==> config.mk <==
export PLATFORM = sky130hd
export DESIGN_NAME = tt_settle_cnt
export DESIGN_NICKNAME = d
export VERILOG_FILES = /design/src/rtl/tt_pkg.sv /design/src/rtl/tt_settle_cnt.sv
export SDC_FILE = /design/constraint.sdc
export NUM_CORES = 1
export LEC_CHECK = 0
export BUFFER_PORTS_ARGS = -buffer_cell sky130_fd_sc_hd__buf_2
export CAP_MARGIN = 5
export CELL_PAD_IN_SITES_DETAIL_PLACEMENT = 1
export CELL_PAD_IN_SITES_GLOBAL_PLACEMENT = 1
export CORE_AREA = 2 2 39 41
export DETAILED_ROUTE_END_ITERATION = 7
export DIE_AREA = 0 0 41 43
export GPL_TIMING_DRIVEN = 1
export MAX_ROUTING_LAYER = met4
export PLACE_DENSITY = 0.45
export SYNTH_ARGS = -nofsm -noshare
export SYNTH_HDL_FRONTEND = slang
export SYNTH_SLANG_ARGS = --single-unit
==> constraint.sdc <==
create_clock -name clk -period 1.9 [get_ports clk]
set_clock_uncertainty 0.05 [all_clocks]
set_input_delay 0.19 -clock clk [delete_from_list [all_inputs] [get_ports clk]]
set_output_delay 0.19 -clock clk [all_outputs]
set_load 0.005 [all_outputs]
==> src/rtl/tt_pkg.sv <==
// Shared types, op codes and the reference gate function for the truth-table checker.
package tt_pkg;

  localparam int unsigned CNT_W  = 4;
  localparam int unsigned ERR_W  = 3;
  localparam int unsigned IDX_W  = 2;
  localparam int unsigned NVEC   = 4;

  typedef enum logic [1:0] {
    IDLE   = 2'd0,
    SETTLE = 2'd1,
    SAMPLE = 2'd2,
    DONE   = 2'd3
  } state_e;

  localparam logic [1:0] OP_AND  = 2'd0;
  localparam logic [1:0] OP_OR   = 2'd1;
  localparam logic [1:0] OP_XOR  = 2'd2;
  localparam logic [1:0] OP_NAND = 2'd3;

  // Golden response of the 2-input gate for a given op and stimulus.
  function automatic logic expected_out(input logic [1:0] op, input logic a, input logic b);
    logic y;
    case (op)
      OP_AND:  y = a & b;
      OP_OR:   y = a | b;
      OP_XOR:  y = a ^ b;
      default: y = ~(a & b);
    endcase
    return y;
  endfunction

endpackage

==> src/rtl/tt_settle_cnt.sv <==
// Loadable 4-bit down-counter that stops at zero; times the settle window per vector.
module tt_settle_cnt
  import tt_pkg::*;
(
  input  logic             clk,
  input  logic             rst,
  input  logic             load,
  input  logic [CNT_W-1:0] value,
  output logic             zero
);

  logic [CNT_W-1:0] cnt_q;
  logic [CNT_W-1:0] cnt_d;

  always_comb begin
    cnt_d = cnt_q;
    if (load) begin
      cnt_d = value;
    end else if (cnt_q != '0) begin
      cnt_d = cnt_q - CNT_W'(1);
    end
  end

  always_ff @(posedge clk) begin
    if (rst) begin
      cnt_q <= '0;
    end else begin
      cnt_q <= cnt_d;
    end
  end

  assign zero = (cnt_q == '0);

endmodule

==> results of run 1 <==
[worst max path at each step]
| stage | startpoint | to | slack, ps | depth (start not counted) |
|---|---|---|---|---|
| after floorplan | cnt_q[0] | cnt_q[1] | 520 | 5 |
| after CTS | cnt_q[0] | zero | 350 | 4 |
| after global routing | cnt_q[0] | zero | 260 | 4 |
| after global placement | cnt_q[0] | cnt_q[1] | 430 | 5 |
| final | cnt_q[0] | zero | 390 | 4 |
| after detailed placement | cnt_q[0] | cnt_q[1] | 440 | 5 |
[routing by layer]
layer	GRT usage	up-vias
li1	-	106
met1	0.0833	94
met2	0.122	13
met3	0.0157	2
met4	0.120	0
met5	-	-
[metrics by stage]
| stage | hold WS (ps) | cell area (um^2) | power, W | util | setup slack [ps] |
|---|---|---|---|---|---|
| 2_1_floorplan | 219 | 229 | 0.000165 | - | 520 |
| 3_3_place_gp | 379 | 284 | 0.000187 | 0.205 | 429 |
| 3_5_place_dp | 393 | 284 | 0.000189 | 0.205 | 442 |
| 4_1_cts | 149 | 307 | 0.000301 | 0.222 | 351 |
| 5_1_grt | 153 | 307 | 0.000317 | 0.222 | 265 |
| 6_report | 152 | 307 | 0.000293 | 0.222 | 393 |
[logic make-up after synthesis]
logic type,Yosys count
adder cells (fa/ha/maj),1
multiplexers,1
buffers and inverters,2
flip-flops,4
AND/OR/NAND/NOR,11
XOR/XNOR,2
AO/OA/AOI/OAI,3
[final cells by class]
type	instances	area [um^2]	share of cell area
Clock buffer	3	22.5	0.0735
Inverter	2	7.51	0.0245
Multi-Input combinational cell	18	141	0.461
Sequential cell	4	80.1	0.261
Tap cell	16	20.0	0.0653
Timing Repair Buffer	7	35.0	0.114
[report_power, final]
group	switching, W	internal (W)
combinational	0.0000364	0.0000474
clock	0.0000339	0.0000706
sequential	0.00000984	0.0000949
total	0.0000802	0.000213
[cells in the mapped netlist, drive strengths merged]
master  count  area (um^2)
and3b       1         10.0
dfxtp       4         80.1
ha          1         12.5
inv         2         7.51
mux2        1         11.3
nand2       3         11.3
nor2b       2         12.5
nor3        3         20.0
nor3b       1         18.8
o22ai       2         12.5
o32ai       1         8.76
or2         1         6.26
xnor2       2         17.5
==> impl_metrics.ini, run 1 <==
[logic_synthesis]
ys_types = 14
yosys_warnings = 0
syn-cell-area_um2 = 229
synth-seq-cells = 4
yosys.area_share.adder = 0.0546
netlist_instances = 24
avgSynthCellArea_um2 = 9.54
synth-simple-area-share = 0.344
synth_compound_area_frac = 0.0929
synth-xor-area-share = 0.0765
synth.area.mux_share = 0.0492
ys_seq_area_frac = 0.350
synth_top_family_by_area = simple AND/OR/NAND/NOR gates
synth_fp_nets = 32

[layout]
largest_register_ffs = 4
nFillCells = 176
final_cell_mix = buf_2 (7), dfxtp_1 (4), nand2_1 (3), clkbuf_4 (3)
antenna_cells = 0
area_growth_pct = 33.9
final_common_cell = buf_2
largest_register = cnt_q
final_cells = 50
layout.nets = 44
largestRegisters = cnt_q: 4 flops
drive_above_1_share = 0.441

[detailed_routing]
viasPerCell = 4.30
routed-wl-met3_um = 47
dr_wl_met2_um = 277
antenna_left = 0
top_layer = met4
drt_iter0_markers = 1
wl_met1_um = 211
firstDrtPassIters = 2
drc = 0
wl_um = 556
vias = 215
wl_per_cell_um = 11.1

[floorplanning]
row_count = 14
start_util = 0.165
dieArea_mm2 = 0.00176
core_mm2 = 0.00138
pin_count = 8
die_y_um = 43
die_w_um = 41

[placed_design]
gp_congestion = 0.708
port_buffers = 7
placed_cells = 47

[power]
power.leakage_nw = 0.129
p_per_area_mw_per_mm2 = 956
ir_worst_vdd_mv = 0.196

[critical_path]
crit_path_cell_trace = inv_1 -> ha_1 -> nor3b_4 -> buf_2
crit_fanout = 4
worst_ep_required_time_ps = 1660
criticalPathCategory = register to primary output
r2r_end = cnt_q[1]
reg2reg_from = cnt_q[0]
slowest_delay_ps = 310
critical_path.slowest_cell = dfxtp_1
path_buf_inv = 2
startpoint_type = register
reg2reg_depth = 5
r2r_setup_slack_ps = 410
end_kind = primary output
crit_family = flip-flops
arrival_ps = 1270

[global_route]
grt_pass1_vias = 237
grt_overflow = 0
grt_pass1_wl_um = 945
grt.total_usage = 0.0884
grt_max_degree = 7
antenna_found_initial = 0

[clocking]
clk-insertion-delay-late_ps = 230
cts_hold_buf = 0
htree_levels = 1
cts-root-buf = clkbuf_4
cts_resized = 0
cts_tree = yes
cts_max_path_buffers = 2
cts_setup_buffers = 0
clock_sinks = 4
numCtsBuffers = 3
path_clk_slew_ps = 40

[timing]
setup_viol = 0
hold_viol_final = 0
fin_crit_sh = 0.793
max_freq_mhz = 664
timing.slew.headroom = 0.836
worst_pin_slew_ps = 246
rsz0062_at_grt = false
period_needed_ps = 1510
finalMaxSlewViolations = 0
finalSetupTns_ps = 0

[status]
status = finished clean

[worst_hold_path]
hold_path.class = input pin to register
holdPathStages = 2
hold_end = cnt_q[2]
min-delay-start = rst

[flow_run]
cap_violations = 0
(Power assumes the default switching activity.)
==> run 2, diff against run 1 <==
- ABC_AREA: default -> 1
- PLACE_DENSITY: 0.45 -> 0.51
- clock period: 1.9 -> 1.5 ns (I/O delays scaled with it)
==> impl_metrics.ini, run 2 <==
[flow_run]
cap_violations = 0

[timing]
hold_viol_final = 0
fin_ws_ps = 141
fin_crit_sh = 0.906
max_freq_mhz = 736
timing.slew.headroom = 0.844
period_needed_ps = 1360
worst_pin_slew_ps = 233
finalMaxSlewViolations = 0
rsz0062_at_grt = false
finalSetupTns_ps = 0
setup_viol = 0

[status]
status = finished clean

[clocking]
clock_sinks = 4
path_clk_slew_ps = 40
numCtsBuffers = 3
cts-root-buf = clkbuf_4
cts_setup_buffers = 0
cts_hold_buf = 0
cts_max_path_buffers = 2
cts_resized = 0
htree_levels = 1
clk-insertion-delay-late_ps = 230
cts_tree = yes

[power]
p_sw_frac = 0.312
power.leakage_nw = 0.165
internal_power_w = 0.000252
ir_worst_vdd_mv = 0.279
p_switching_w = 0.000114
p_comb_frac = 0.278
pwr-share-clk = 0.365
power_frac_seq = 0.357
p_per_area_mw_per_mm2 = 1120

[logic_synthesis]
synth-seq-cells = 4
synth_fp_nets = 48
netlist_instances = 40
yosys_warnings = 0
ys.flop_type = dfxtp_1
avgSynthCellArea_um2 = 6.19
synth.most_common_cell = nand2_1
synth_edf_count = 0
syn-cell-area_um2 = 248
synth_largest_area_cell = dfxtp_1
synth.top_cell.area_share = 0.323
ys_seq_area_frac = 0.323
ys_types = 12
ys_top_cells_by_area = dfxtp_1 (32%), nand2_1 (17%), inv_1 (9.1%)
ys_top_cells_by_count = nand2_1 (11), inv_1 (6), nor2_1 (5)
synth-async-reset-ratio = 0

[detailed_routing]
wl_per_cell_um = 9.71
wl_um = 641
drt_iter0_markers = 1
firstDrtPassIters = 2
wl_met1_um = 277
antenna_left = 0
top_layer = met4
routed-wl-met3_um = 14
viasPerCell = 4.24
vias = 280
dr_wl_met2_um = 345
drc = 0

[floorplanning]
dieArea_mm2 = 0.00176
pin_count = 8
die_w_um = 41
start_util = 0.179
row_count = 14
core_mm2 = 0.00138
die_y_um = 43

[layout]
final_common_cell = nand2_1
area_growth_pct = 32.3
fin_util = 0.237
final_cells = 66
final_cell_mix = nand2_1 (11), buf_2 (7), inv_1 (6), nor2_1 (5)
largest_register_ffs = 4
drive_above_1_share = 0.260
largestRegisters = cnt_q: 4 flops
antenna_cells = 0
layout.nets = 60
largest_register = cnt_q

[critical_path]
criticalPathCategory = register to primary output
crit_family = flip-flops
arrival_ps = 1160
crit_fanout = 5
crit_path_cell_trace = inv_1 -> ha_2 -> nand2_1 -> nor2_1 -> buf_2
critical_path.slowest_cell = dfxtp_1
end_kind = primary output
slowest_delay_ps = 310
startpoint_type = register
worst_ep_required_time_ps = 1300
path_buf_inv = 2

[global_route]
grt_overflow = 0
grt_max_degree = 7
antenna_found_initial = 0
grt_pass1_vias = 290
grt.total_usage = 0.103
grt_pass1_wl_um = 1150

[placed_design]
dp_hpwl_um = 531
port_buffers = 7
gp_congestion = 0.727
placed_cells = 63
preCtsSetupSlack_ps = 335

[worst_hold_path]
hold_path.class = input pin to register
run 2: through the flow:
stage | cell area [um^2] | power [W] | hold slack, ps
2_1_floorplan | 248 | 0.000200 | 169
3_3_place_gp | 303 | 0.000235 | 304
3_5_place_dp | 303 | 0.000235 | 303
4_1_cts | 325 | 0.000378 | 53.9
5_1_grt | 328 | 0.000404 | 79.3
6_report | 328 | 0.000366 | 67.5
run 2: metal layers:
layer,vias up,GRT usage
met3,2,0.0157
met1,126,0.116
met2,3,0.144
met5,-,-
met4,0,0.100
li1,149,-
run 2: final cells by class:
cell class	count	area (um^2)
clock buffers	3	22.5
inverters	7	26.3
repair buffers	7	35.0
fillers	181	1060
flip-flops and latches	4	80.1
multi-input cells	29	144
well taps	16	20.0
run 2: kinds of logic after synthesis:
kind of cell,after synthesis,share of synthesized area
adders and majority gates,1,0.0505
buffers and inverters,7,0.106
DFF,4,0.323
AOI/OAI and AO/OA,6,0.121
and+or+nand+nor,22,0.399
run 2: power groups by stage:
| stage | clock network (W) | registers, W | logic [W] |
|---|---|---|---|
| after global placement | 0 | 0.000133 | 0.000102 |
| after CTS | 0.000144 | 0.000131 | 0.000102 |
| after floorplan | 0 | 0.000130 | 0.0000707 |
| after detailed placement | 0 | 0.000133 | 0.000102 |
| after global routing | 0.000150 | 0.000133 | 0.000121 |
| final | 0.000134 | 0.000131 | 0.000102 |
run 2: final timing paths:
path	from	end	slack [ps]	cells after the start
hold reg to reg	cnt_q[0]	cnt_q[0]	450	2
setup reg to reg	cnt_q[0]	cnt_q[1]	370	5
hold / removal	rst	cnt_q[1]	70	2
setup / recovery	cnt_q[0]	zero	140	5
